[config.mk]
export PLATFORM = sky130hd
export DESIGN_NAME = eth_pixel_rx
export DESIGN_NICKNAME = d
export VERILOG_FILES = /design/src/rtl/eth_pixel_pkg.sv /design/src/rtl/eth_pixel_rx_hdr_match.sv /design/src/rtl/eth_pixel_rx.sv
export SDC_FILE = /design/constraint.sdc
export NUM_CORES = 1
export LEC_CHECK = 0
export BUFFER_PORTS_ARGS = -buffer_cell sky130_fd_sc_hd__buf_2
export CAP_MARGIN = 20
export CORE_ASPECT_RATIO = 1.4
export CORE_MARGIN = 3
export CORE_UTILIZATION = 50
export DETAILED_ROUTE_END_ITERATION = 8
export MAX_ROUTING_LAYER = met4
export PLACE_DENSITY = 0.68
export REMOVE_ABC_BUFFERS = 1
export SYNTH_ARGS = -nofsm -noshare
export SYNTH_HDL_FRONTEND = slang
export SYNTH_HIERARCHICAL = 1
export SYNTH_SLANG_ARGS = --single-unit
export TNS_END_PERCENT = 1
[constraint.sdc]
create_clock -name dclk -period 4.7 [get_ports dclk]
set_input_delay 0.94 -clock dclk [delete_from_list [all_inputs] [get_ports dclk]]
set_output_delay 0.94 -clock dclk [all_outputs]
set_load 0.01 [all_outputs]
[src/rtl/eth_pixel_pkg.sv]
// Shared definitions for the Ethernet video-line receiver.
// Contents: receive FSM state type, preamble/SFD byte values, header and
// line-index lengths, the broadcast MAC address, and a helper that extracts
// one MSB-first byte from a 48-bit MAC address.
package eth_pixel_pkg;

    typedef enum logic [2:0] {
        ST_IDLE,
        ST_PREAMBLE,
        ST_HEADER,
        ST_LINEIDX,
        ST_PAYLOAD,
        ST_DRAIN
    } state_t;

    localparam logic [7:0]  PREAMBLE_BYTE = 8'h55;
    localparam logic [7:0]  SFD_BYTE      = 8'hD5;
    localparam int unsigned HDR_LEN       = 14;
    localparam int unsigned IDX_LEN       = 2;
    localparam logic [47:0] BCAST_MAC     = 48'hFFFF_FFFF_FFFF;

    // Byte idx (0 = first on the wire) of a MAC address; idx > 5 yields 0.
    function automatic logic [7:0] mac_byte(input logic [47:0] mac, input logic [2:0] idx);
        logic [47:0] w_sh;
        w_sh = mac << (8 * idx);
        return w_sh[47:40];
    endfunction

endpackage

[src/rtl/eth_pixel_rx_hdr_match.sv]
// eth_hdr_match: compares the 14-byte Ethernet header against the accepted
// destination MAC (unicast or broadcast) and the accepted EtherType.
// Ports:
//   i_clk, i_rst_n  clock, synchronous active-low reset
//   i_byte          header byte on the wire
//   i_byte_cnt      position of i_byte within the header (0..13)
//   i_en            i_byte is a valid header byte this cycle
//   o_mismatch      sticky mismatch, including the current byte
module eth_hdr_match
    import eth_pixel_pkg::*;
#(
    parameter logic [47:0] MAC_ADDR  = 48'h02_00_00_00_00_01,
    parameter logic [15:0] ETHERTYPE = 16'h88B5
) (
    input  logic       i_clk,
    input  logic       i_rst_n,
    input  logic [7:0] i_byte,
    input  logic [3:0] i_byte_cnt,
    input  logic       i_en,
    output logic       o_mismatch
);

    logic r_mac_mis;
    logic r_bc_mis;
    logic r_et_mis;

    logic w_first;
    logic w_dst;
    logic w_mac_ne;
    logic w_bc_ne;
    logic w_et_ne;
    logic w_mac_acc;
    logic w_bc_acc;
    logic w_et_acc;

    assign w_first  = (i_byte_cnt == 4'd0);
    assign w_dst    = (i_byte_cnt < 4'd6);
    assign w_mac_ne = w_dst && (i_byte != mac_byte(MAC_ADDR, i_byte_cnt[2:0]));
    assign w_bc_ne  = w_dst && (i_byte != mac_byte(BCAST_MAC, i_byte_cnt[2:0]));
    // EtherType occupies the last two header bytes, big-endian.
    assign w_et_ne  = ((i_byte_cnt == 4'(HDR_LEN - 2)) && (i_byte != ETHERTYPE[15:8])) ||
                      ((i_byte_cnt == 4'(HDR_LEN - 1)) && (i_byte != ETHERTYPE[7:0]));

    // Byte 0 starts a fresh comparison, so the sticky history is ignored there.
    assign w_mac_acc = (r_mac_mis && !w_first) || w_mac_ne;
    assign w_bc_acc  = (r_bc_mis  && !w_first) || w_bc_ne;
    assign w_et_acc  = (r_et_mis  && !w_first) || w_et_ne;

    // Destination fails only if it matches neither unicast nor broadcast.
    assign o_mismatch = (w_mac_acc && w_bc_acc) || w_et_acc;

    always_ff @(posedge i_clk) begin
        if (!i_rst_n) begin
            r_mac_mis <= 1'b0;
            r_bc_mis  <= 1'b0;
            r_et_mis  <= 1'b0;
        end else if (i_en) begin
            r_mac_mis <= w_mac_acc;
            r_bc_mis  <= w_bc_acc;
            r_et_mis  <= w_et_acc;
        end
    end

endmodule

[src/rtl/eth_pixel_rx.sv]
// eth_pixel_rx: GMII receive-side filter for frames carrying one video line.
// Accepts frames addressed to MAC_ADDR or broadcast with EtherType ETHERTYPE,
// extracts a big-endian line index and streams LINE_BYTES pixel bytes.
// Ports:
//   dclk, xrst            receive clock, synchronous active-low reset
//   rxd, rx_dv            GMII byte and data-valid
//   data_out, data_en     registered pixel byte stream
//   line_start, line_idx  start-of-line pulse and held line number
//   line_done             pulse with the final pixel byte
//   err, drop_cnt         protocol-error pulse and saturating error count
module eth_pixel_rx
    import eth_pixel_pkg::*;
#(
    parameter logic [47:0] MAC_ADDR   = 48'h02_00_00_00_00_01,
    parameter logic [15:0] ETHERTYPE  = 16'h88B5,
    parameter int unsigned LINE_BYTES = 960,
    parameter int unsigned MAX_LINES  = 180,
    parameter int unsigned DROP_W     = 16
) (
    input  logic        dclk,
    input  logic        xrst,
    input  logic [7:0]  rxd,
    input  logic        rx_dv,
    output logic [7:0]  data_out,
    output logic        data_en,
    output logic        line_start,
    output logic [15:0] line_idx,
    output logic        line_done,
    output logic        err,
    output logic [15:0] drop_cnt
);

    localparam int unsigned PIX_W   = $clog2(LINE_BYTES);
    localparam logic [15:0] MAX_IDX = 16'(MAX_LINES);

    state_t              r_state;
    state_t              w_state_nxt;
    logic [3:0]          r_pre_cnt;
    logic [3:0]          r_byte_cnt;
    logic [PIX_W-1:0]    r_pix_cnt;
    logic [7:0]          r_idx_hi;
    logic [7:0]          r_data_out;
    logic                r_data_en;
    logic                r_line_start;
    logic [15:0]         r_line_idx;
    logic                r_line_done;
    logic                r_err;
    logic [DROP_W-1:0]   r_drop_cnt;

    logic                w_mismatch;
    logic [15:0]         w_idx;
    logic                w_hdr_last;
    logic                w_idx_last;
    logic                w_pix_last;
    logic                w_err;
    logic                w_line_start;
    logic                w_data_en;
    logic                w_line_done;

    eth_hdr_match #(
        .MAC_ADDR  (MAC_ADDR),
        .ETHERTYPE (ETHERTYPE)
    ) u_hdr_match (
        .i_clk      (dclk),
        .i_rst_n    (xrst),
        .i_byte     (rxd),
        .i_byte_cnt (r_byte_cnt),
        .i_en       ((r_state == ST_HEADER) && rx_dv),
        .o_mismatch (w_mismatch)
    );

    assign w_idx      = {r_idx_hi, rxd};
    assign w_hdr_last = (r_byte_cnt == 4'(HDR_LEN - 1));
    assign w_idx_last = (r_byte_cnt == 4'(IDX_LEN - 1));
    assign w_pix_last = (r_pix_cnt == PIX_W'(LINE_BYTES - 1));

    // State register, counters and registered outputs.
    always_ff @(posedge dclk) begin
        if (!xrst) begin
            r_state      <= ST_IDLE;
            r_pre_cnt    <= '0;
            r_byte_cnt   <= '0;
            r_pix_cnt    <= '0;
            r_idx_hi     <= '0;
            r_data_out   <= '0;
            r_data_en    <= 1'b0;
            r_line_start <= 1'b0;
            r_line_idx   <= '0;
            r_line_done  <= 1'b0;
            r_err        <= 1'b0;
            r_drop_cnt   <= '0;
        end else begin
            r_state <= w_state_nxt;

            if (r_state == ST_IDLE)
                r_pre_cnt <= 4'd1;
            else if (r_state == ST_PREAMBLE)
                r_pre_cnt <= r_pre_cnt + 4'd1;

            // byte_cnt restarts on every state change, so HEADER and LINEIDX share it.
            if ((w_state_nxt == r_state) &&
                ((r_state == ST_HEADER) || (r_state == ST_LINEIDX)))
                r_byte_cnt <= r_byte_cnt + 4'd1;
            else
                r_byte_cnt <= '0;

            if (w_data_en)
                r_pix_cnt <= r_pix_cnt + 1'b1;
            else if (r_state != ST_PAYLOAD)
                r_pix_cnt <= '0;

            if ((r_state == ST_LINEIDX) && (r_byte_cnt == 4'd0))
                r_idx_hi <= rxd;

            if (w_data_en)
                r_data_out <= rxd;
            if (w_line_start)
                r_line_idx <= w_idx;

            r_data_en    <= w_data_en;
            r_line_start <= w_line_start;
            r_line_done  <= w_line_done;
            r_err        <= w_err;

            if (w_err && (r_drop_cnt != '1))
                r_drop_cnt <= r_drop_cnt + 1'b1;
        end
    end

    // Next-state logic.
    always_comb begin
        w_state_nxt = r_state;
        case (r_state)
            ST_IDLE:
                if (rx_dv)
                    w_state_nxt = (rxd == PREAMBLE_BYTE) ? ST_PREAMBLE : ST_DRAIN;
            ST_PREAMBLE:
                if (!rx_dv)
                    w_state_nxt = ST_IDLE;
                else if (rxd == PREAMBLE_BYTE)
                    w_state_nxt = (r_pre_cnt == 4'd7) ? ST_DRAIN : ST_PREAMBLE;
                else if (rxd == SFD_BYTE)
                    w_state_nxt = ST_HEADER;
                else
                    w_state_nxt = ST_DRAIN;
            ST_HEADER:
                if (!rx_dv)
                    w_state_nxt = ST_IDLE;
                else if (w_hdr_last)
                    w_state_nxt = w_mismatch ? ST_DRAIN : ST_LINEIDX;
            ST_LINEIDX:
                if (!rx_dv)
                    w_state_nxt = ST_IDLE;
                else if (w_idx_last)
                    w_state_nxt = (w_idx >= MAX_IDX) ? ST_DRAIN : ST_PAYLOAD;
            ST_PAYLOAD:
                if (!rx_dv)
                    w_state_nxt = ST_IDLE;
                else if (w_pix_last)
                    w_state_nxt = ST_DRAIN;
            ST_DRAIN:
                if (!rx_dv)
                    w_state_nxt = ST_IDLE;
            default:
                w_state_nxt = ST_IDLE;
        endcase
    end

    // Output decode; every error path leaves the frame, so one error per frame.
    always_comb begin
        w_err        = 1'b0;
        w_line_start = 1'b0;
        w_data_en    = 1'b0;
        w_line_done  = 1'b0;
        case (r_state)
            ST_IDLE:
                w_err = rx_dv && (rxd != PREAMBLE_BYTE);
            ST_PREAMBLE:
                w_err = !rx_dv ||
                        ((rxd == PREAMBLE_BYTE) && (r_pre_cnt == 4'd7)) ||
                        ((rxd != PREAMBLE_BYTE) && (rxd != SFD_BYTE));
            ST_HEADER:
                w_err = !rx_dv;
            ST_LINEIDX:
                if (!rx_dv)
                    w_err = 1'b1;
                else if (w_idx_last) begin
                    w_err        = (w_idx >= MAX_IDX);
                    w_line_start = (w_idx < MAX_IDX);
                end
            ST_PAYLOAD:
                if (!rx_dv)
                    w_err = 1'b1;
                else begin
                    w_data_en   = 1'b1;
                    w_line_done = w_pix_last;
                end
            default: ;
        endcase
    end

    assign data_out   = r_data_out;
    assign data_en    = r_data_en;
    assign line_start = r_line_start;
    assign line_idx   = r_line_idx;
    assign line_done  = r_line_done;
    assign err        = r_err;
    assign drop_cnt   = 16'(r_drop_cnt);

endmodule
# Word level (Yosys, flattened, before mapping)
# Index checks and enable logic that the tools add are counted.
[totals]
register_bits = 76
latch_bits = 0
ram_bits = 0
rom_bits = 0
word_cells = 108
n_memories = 0
[classes]
n_addsub = 4
mul = 0
div_mod_pow = 0
order_cmp = 3
eq_ne = 21
shifts = 2
muxes = 29
bitwise_logic = 1
reduce_logical = 32
[ops]
columns = ["operator", "count"]
rows = [
  ["<< shifter 42 x 6 -> 48 bit (first input constant)", 1],
  ["<< shifter 48 x 6 -> 48 bit (first input constant)", 1],
  ["two-way mux 3 bit", 14],
  ["inequality test 8 bit (second input constant)", 3],
  ["two-way mux 10 bit", 2],
  ["case mux 3 bit (6 select lines)", 1],
  ["adder 16 x 1 -> 16 bit (second input constant)", 1],
  [">= comparator 16 x 8 -> 1 bit (second input constant)", 1],
  ["< comparator 16 x 8 -> 1 bit (second input constant)", 1],
  ["inequality test 16 bit (second input constant)", 1],
  ["inequality test 8 bit", 2],
  ["logical AND 1 bit", 15],
  ["two-way mux 1 bit", 11],
  ["adder 10 x 1 -> 10 bit (second input constant)", 1],
  ["== test 10 bit (second input constant)", 1],
  ["adder 4 x 1 -> 4 bit (second input constant)", 2],
  ["== test 4 bit (second input constant)", 2],
  ["== test 8 x 7 -> 1 bit (second input constant)", 1],
  ["== test 8 bit (second input constant)", 1],
  ["logical OR 1 bit", 8],
  ["inequality test 8 x 7 -> 1 bit (second input constant)", 1],
  ["== test 3 x 2 -> 1 bit (second input constant)", 2],
  ["== test 3 bit (second input constant)", 2],
  ["case mux 1 bit (5 select lines)", 1],
  ["14 further kinds", 16],
]

# Depth between registers and ports, before layout
# Gate-level depths: netlist of run 1.
[depth]
ltp_word = 13
ltp_mapped = 9
ltp_nobuf = 8

# Hierarchy
# Netlist of run 1, hierarchy kept.
[by_module_without_submodules]
columns = ["mod", "instances", "cells_per_inst", "area_per_inst_um2"]
rows = [
  ["eth_pixel_rx", 1, 364, 3181.8],
  ["eth_hdr_match", 1, 46, 331.6],
]

# Worst setup path after synthesis of run 1
# OpenSTA, ideal clock, no wires.
[synth_timing]
path_kind = "in2reg"
from = "input rxd[0]"
to = "register r_state[2]"
setup_time_ns = 0.086
t_arrival_ns = 2.356
required_ns = 4.614
setup_slack_ns = 2.259
stages = 8
path_buffers = 0
cell_sequence = "and3b_1 > o211ai_1 > a31oi_1 > o221ai_1 > nand2_1 > mux2_2 > o311a_1 > a211oi_1"
[synth_via]
elab_chain_len = 9
elab_cells_between_ends = 25
[synth_lines]
columns = ["element", "line", "source"]
rows = [
  ["start: declaration", "eth_pixel_rx.sv:22", "input logic [7:0] rxd,"],
  ["inequality test 8 bit, on equally long branches", "-", ""],
  ["logical AND 1 bit, on equally long branches", "-", ""],
  ["logical OR 1 bit, on equally long branches", "eth_pixel_rx_hdr_match.sv:45, eth_pixel_rx_hdr_match.sv:41, eth_pixel_rx_hdr_match.sv:46", ""],
  ["logical AND 1 bit / logical OR 1 bit (equally long branches)", "eth_pixel_rx_hdr_match.sv:50, eth_pixel_rx_hdr_match.sv:47", ""],
  ["logical OR 1 bit *", "eth_pixel_rx_hdr_match.sv:50", "assign o_mismatch = (w_mac_acc && w_bc_acc) || w_et_acc;"],
  ["net w_mismatch", "eth_pixel_rx.sv:50", "logic w_mismatch;"],
  ["two-way mux 3 bit *", "eth_pixel_rx.sv:150", "w_state_nxt = w_mismatch ? ST_DRAIN : ST_LINEIDX;"],
  ["two-way mux 3 bit *", "eth_pixel_rx.sv:149", "else if (w_hdr_last)"],
  ["two-way mux 3 bit *", "eth_pixel_rx.sv:147", "if (!rx_dv)"],
  ["case mux 3 bit (6 select lines) *", "eth_pixel_rx.sv:133", "case (r_state)"],
  ["end signal: assignment", "eth_pixel_rx.sv:93", "r_state <= w_state_nxt;"],
  ["end: declaration", "eth_pixel_rx.sv:36", "state_t r_state;"],
]
# The timed path passes the listed nets; every way through them passes the cells marked *.
# A chain may end at the register's enable or synchronous reset.

# Worst setup path in the final report of run 1
[layout_timing]
from = "register r_byte_cnt[0]"
to = "register r_drop_cnt[6], in the netlist drop_cnt[6]"
[layout_via]
elab_chain_len = 5
[layout_lines]
columns = ["element", "line", "source"]
rows = [
  ["start: declaration", "eth_pixel_rx.sv:39", "logic [3:0] r_byte_cnt;"],
  ["start signal: assignment", "eth_pixel_rx.sv:103", "r_byte_cnt <= r_byte_cnt + 4'd1;"],
  ["== test 4 x 1 -> 1 bit", "eth_pixel_rx.sv:74", "assign w_idx_last = (r_byte_cnt == 4'(IDX_LEN - 1));"],
  ["two-way mux 1 bit", "eth_pixel_rx.sv:187", "else if (w_idx_last) begin"],
  ["two-way mux 1 bit", "eth_pixel_rx.sv:185", "if (!rx_dv)"],
  ["case mux 1 bit (5 select lines)", "eth_pixel_rx.sv:175", "case (r_state)"],
  ["logical AND 1 bit", "eth_pixel_rx.sv:125", "if (w_err && (r_drop_cnt != '1))"],
  ["end signal: assignment", "eth_pixel_rx.sv:126", "r_drop_cnt <= r_drop_cnt + 1'b1;"],
  ["end: declaration", "eth_pixel_rx.sv:48", "logic [DROP_W-1:0] r_drop_cnt;"],
]
# Every way passes these cells.

==> results of run 1 <==
-- report_power, final --
part	switching [mW]	internal (mW)	total, mW	leakage [nW]
logic	0.0509	0.0248	0.0757	0.991
registers	0.00853	0.651	0.660	0.614
clock network	0.236	0.324	0.560	0.111
-- critical path, delay by kind of cell (launching register included) --
family | cells | cell delay (ns)
and+or+nand+nor | 2 | 0.96
AOI/OAI and AO/OA | 4 | 0.71
DFF | 1 | 0.60
adders and majority gates | 1 | 0.23
-- metrics by stage --
stage                      util  total power, mW  instances
after floorplan               -            0.716        390
after global placement    0.570            0.749        537
after detailed placement  0.570            0.751        537
after CTS                 0.603             1.31        552
after global routing      0.603             1.34        552
final                     0.603             1.30        552
-- worst paths after layout --
| check | cells past startpoint | to | slack (ns) |
|---|---|---|---|
| worst min register to register | 2 | data_out[3] | 0.46 |
| worst max register to register | 7 | drop_cnt[6] | 2.12 |
| worst min-delay path | 2 | data_out[3] | 0.46 |
| worst max-delay path | 7 | drop_cnt[6] | 2.12 |
-- state kept, by name, summed over array words and instances, names as in the netlist, 3 cells and up --
signal	flops
data_out	8
drop_cnt	16
line_idx	16
r_byte_cnt	4
r_idx_hi	8
r_pix_cnt	10
r_pre_cnt	4
r_state	3
-- kinds of logic (layout without fill, tap and decap cells) --
group | count (synthesis) | in the layout | share of synthesized area
xor gates and xnor gates | 11 | 11 | 0.0274
adders and majority gates | 6 | 6 | 0.0214
AOI/OAI and AO/OA | 80 | 80 | 0.143
muxes | 20 | 20 | 0.0573
buffers and inverters | 27 | 77 | 0.0328
DFF | 76 | 76 | 0.433
and+or+nand+nor | 190 | 190 | 0.285
-- cell type report --
cell class                      instances  area, µm²  area share
Tap cell                               92        115      0.0285
Timing Repair Buffer                   55        278      0.0687
Multi-Input combinational cell        307       1880       0.464
Inverter                                7       26.3     0.00650
Sequential cell                        76       1520       0.376
Clock inverter                          4       72.6      0.0180
Clock buffer                           11        151      0.0375
-- Yosys cell counts (all sizes together), types with 9 or more instances --
cell	instances
or3	9
o21ai	19
nand2	43
and3	15
clkbuf	14
nand4	10
nor2	48
dfxtp	76
nand3	17
a21oi	29
mux2i	19
-- metal layers --
metal / routed length, µm / global-route usage / up-vias
met5: 0 / - / -
met4: 129 / 0.0790 / 0
met1: 3490 / 0.248 / 1468
met3: 363 / 0.0457 / 11
met2: 3930 / 0.344 / 72
li1: - / - / 1563
-- cell usage in the layout (no fill, tap or decap), drive strengths merged, types with 4 or more instances in the layout --
master / instances
xor2: 6
and2: 6
ha: 6
mux2i: 19
nand4: 10
and3: 15
o21ai: 19
nand2: 43
nor4: 4
clkbuf: 11
or3: 9
nand3: 17
dfxtp: 76
buf: 55
nand2b: 5
inv: 6
or4: 5
o31ai: 6
xnor2: 5
nor2: 48
nor3: 6
a21oi: 29
nor3b: 5
==> reports/qor.csv, run 1 <==
metric,value,unit
# nets final,473,
hold path startpoint,data_out[3],
synth unique cells,59,
"Reg clk slew, reported paths",0.08,ns
grt total ovfl,0,
ranking of synthesized cells by area,"dfxtp_1 (43%), mux2i_1 (5.4%), nor2_1 (5.1%)",
"Slowest-stage cell, CP",dfxtp_1,
sequential share of the synthesized area,0.433,
Worst Setup SP,r_byte_cnt[0],
Final min period,2.58,ns
IO Count,55,
fraction of layout cells with a size suffix above 1,0.174,
FF-to-FF Start,r_byte_cnt[0],
post-synth top area share,0.433,
Area after DPL,3820,µm²
number of synthesized flops with an enable pin,0,
"Slew Viols, Final",0,
Syn. warnings,6,
final instance area,4040,µm²
Max-cap violations,0,
PwrDens,321,nW/µm²
final count of negative-setup-slack endpoints,0,
via count,3114,
crit end category,flop,
total CTS buffers,9,
Synth area leader,dfxtp_1,
Post-Syn Instances,410,
post-CTS setup buffer count,0,
Layout Skew,0.0117,ns
syn_area_per_cell,8.57,µm²
"Hold Vio Cnt, Final",0,
largest net degree at the start of global routing,32,
Post-synth top flop,dfxtp_1,
DR pass1 iterations,5,
routed vias/inst,5.64,
Die Y,105,µm
hold_ws,0.462,ns
"critical path fanouts, max",31,
initial detailed-routing violation count,185,
Tcrit/Tclk final,0.550,
VDD IR-drop max,0.270,mV
Fmax,387,MHz
vias in the first global route,3048,
critical path class,reg2reg,
slew margin rel.,0.357,
final worst slack,2.12,ns
H-tree depth,3,
# hold bufs at CTS,0,
CP Launch Type,flop,
# fillers,647,
Starting Density,0.524,
Post-DP HPWL,5440,µm
Ant. Diodes,0,
Seq cells post-synth,76,
Avg WL per Cell,14.3,µm
gp weighted congestion,0.887,
Remaining DRCs,0,
CTS root buf,clkbuf_8,
Cell Rows,35,
mapped cell area,3510,µm²
Area growth syn-to-layout,15.0,%
Die Footprint,8080,µm²
"slowest stage delay, CP",0.60,ns
worst hold path class,reg2reg,
RSZ-0062 raised after global routing,false,
first-pass GRT wire length,13700,µm
width of the die,76.8,µm
WP data required,4.96,ns
Post-synth ARST share,0,
crit-path cells,"ha_1, or3b_4, a21oi_2, o21ai_1, o2111a_2, or4_1, a21oi_1",
WL final,7910,µm
worst-margin pin slew,0.960,ns
outcome,"finished, final reports clean",
core box area,6700,µm²
cts repair resizes,0,
Clock Path Buffers,2,
leak pwr,1.72,nW
IO buf count,54,
"Arr. time, crit path",2.85,ns
Clock Latency Late Sink,0.35,ns
Routed Antenna Nets,0,
pre-CTS WS,1.87,ns
clock sink total,76,
Tot GR Track Use,0.209,
initial antenna violation count,0,
Setup Total Neg Slack,0,ns
CTS tree,done,
(Power assumes the default switching activity.)
==> inputs of run 2 (changes only) <==
- clock period: 4.7 -> 2.55 ns (I/O delays scaled with it)
==> reports/qor.csv, run 2 (same netlist as run 1, synthesis figures left out) <==
metric,value,unit
Max-cap violations,0,
WL final,7900,µm
Die Y,105,µm
"Arr. time, crit path",2.56,ns
Routed Antenna Nets,0,
crit-path cells,"nor2_1, o211ai_1, a31oi_1, o221ai_1, nand2_1, mux2_2, o311a_1, a211oi_1",
Non-Filler Instances,562,
capturing point of the worst reg2reg path,r_state[2],
placed insts,546,
initial antenna violation count,0,
largest net degree at the start of global routing,34,
IO Count,55,
Setup Total Neg Slack,0,ns
core box area,6700,µm²
Worst Setup SP,r_byte_cnt[2],
Clock Latency Late Sink,0.35,ns
total CTS buffers,9,
Clock Path Buffers,2,
initial detailed-routing violation count,145,
via count,3107,
Cell Rows,35,
worst reg2reg path depth,8,
most frequent cells in the layout,"dfxtp_1 (76), buf_2 (54), nor2_1 (48)",
CTS root buf,clkbuf_8,
Remaining DRCs,0,
"Hold Vio Cnt, Final",0,
# nets final,482,
Avg WL per Cell,14.1,µm
grt total ovfl,0,
Area growth syn-to-layout,16.1,%
# hold bufs at CTS,0,
worst-margin pin slew,0.456,ns
Layout Skew,0.00941,ns
CTS tree,done,
critical path class,reg2reg,
DR pass1 iterations,4,
Die Footprint,8080,µm²
Tcrit/Tclk final,0.903,
CP bufs+invs,0,
RSZ-0062 raised after global routing,false,
"Slew Viols, Final",0,
Starting Density,0.524,
cts repair resizes,0,
Crit path max-delay family,compound AO/OA/AOI/OAI gates,
"Reg clk slew, reported paths",0.08,ns
IO buf count,54,
H-tree depth,3,
Fmax,434,MHz
"most common cell after layout, fill and taps aside",dfxtp_1,
post-CTS setup buffer count,0,
"Slowest-stage cell, CP",dfxtp_1,
Reg2Reg Setup Slack,0.25,ns
worst hold path class,reg2reg,
crit end category,flop,
Ant. Diodes,0,
fraction of layout cells with a size suffix above 1,0.189,
FF-to-FF Start,r_byte_cnt[2],
gp weighted congestion,0.885,
first-pass GRT wire length,13400,µm
Final min period,2.30,ns
VDD IR-drop max,0.342,mV
Hold Path End,data_out[5],
leak pwr,1.75,nW
Tot GR Track Use,0.208,
worst hold stages,2,
width of the die,76.8,µm
WP data required,2.81,ns
PwrDens,554,nW/µm²
vias in the first global route,2808,
Post-DP HPWL,5510,µm
slew margin rel.,0.696,
clock sink total,76,
"slowest stage delay, CP",0.61,ns
CP Launch Type,flop,
hold path startpoint,data_out[5],
outcome,"finished, final reports clean",
final count of negative-setup-slack endpoints,0,
"critical path fanouts, max",12,
routed vias/inst,5.53,
run 2: cell types whose count changed in the layout (fill, tap and decap cells not counted):
cell	delta
buf_4	+9
bufinv_16	-1
clkbuf_1	+1
clkbuf_8	-2
clkinv_2	+1
clkinv_4	+2
run 2: layout make-up:
type | count | area, µm²
clock buffers | 10 | 128
clock inverters | 6 | 65.1
fillers | 629 | 2620
inverters | 7 | 26.3
multi-input cells | 307 | 1880
flip-flops and latches | 76 | 1520
well taps | 92 | 115
repair buffers | 64 | 345
run 2: layer usage:
metal / wire length [µm] / track usage
met5: 0 / -
met4: 119 / 0.0622
met3: 402 / 0.0595
met2: 3830 / 0.330
met1: 3550 / 0.255
run 2: worst max-delay path by stage:
stage,cells after the start,to
after floorplan,7,drop_cnt[14]
after global placement,9,r_state[2]
after detailed placement,9,r_state[2]
after CTS,8,drop_cnt[15]
after global routing,8,drop_cnt[6]
final,8,r_state[2]
run 2: metrics by stage:
| stage | instance area [µm²] | power (mW) | setup slack [ns] | utilization | hold slack [ns] |
|---|---|---|---|---|---|
| 2_1_floorplan | 3420 | 1.32 | 0.258 | - | 0.449 |
| 3_3_place_gp | 3880 | 1.39 | 0.236 | 0.580 | 0.446 |
| 3_5_place_dp | 3880 | 1.39 | 0.154 | 0.580 | 0.444 |
| 4_1_cts | 4080 | 2.28 | 0.261 | 0.609 | 0.454 |
| 6_report | 4080 | 2.26 | 0.248 | 0.609 | 0.453 |
| 5_1_grt | 4080 | 2.35 | 0.0951 | 0.609 | 0.463 |
run 2: power breakdown:
group	total [mW]	leakage, nW	switching (mW)	internal, mW
sequential	1.21	0.614	0.0126	1.20
clock	0.895	0.0962	0.443	0.452
combinational	0.149	1.04	0.0976	0.0514
total	2.26	1.75	0.554	1.70
run 2: tightest hold or removal path, stage by stage, from the launching register on:
cell	delay (ns)
dfxtp_1	0.31
nand2_1	0.05
a21oi_1	0.05
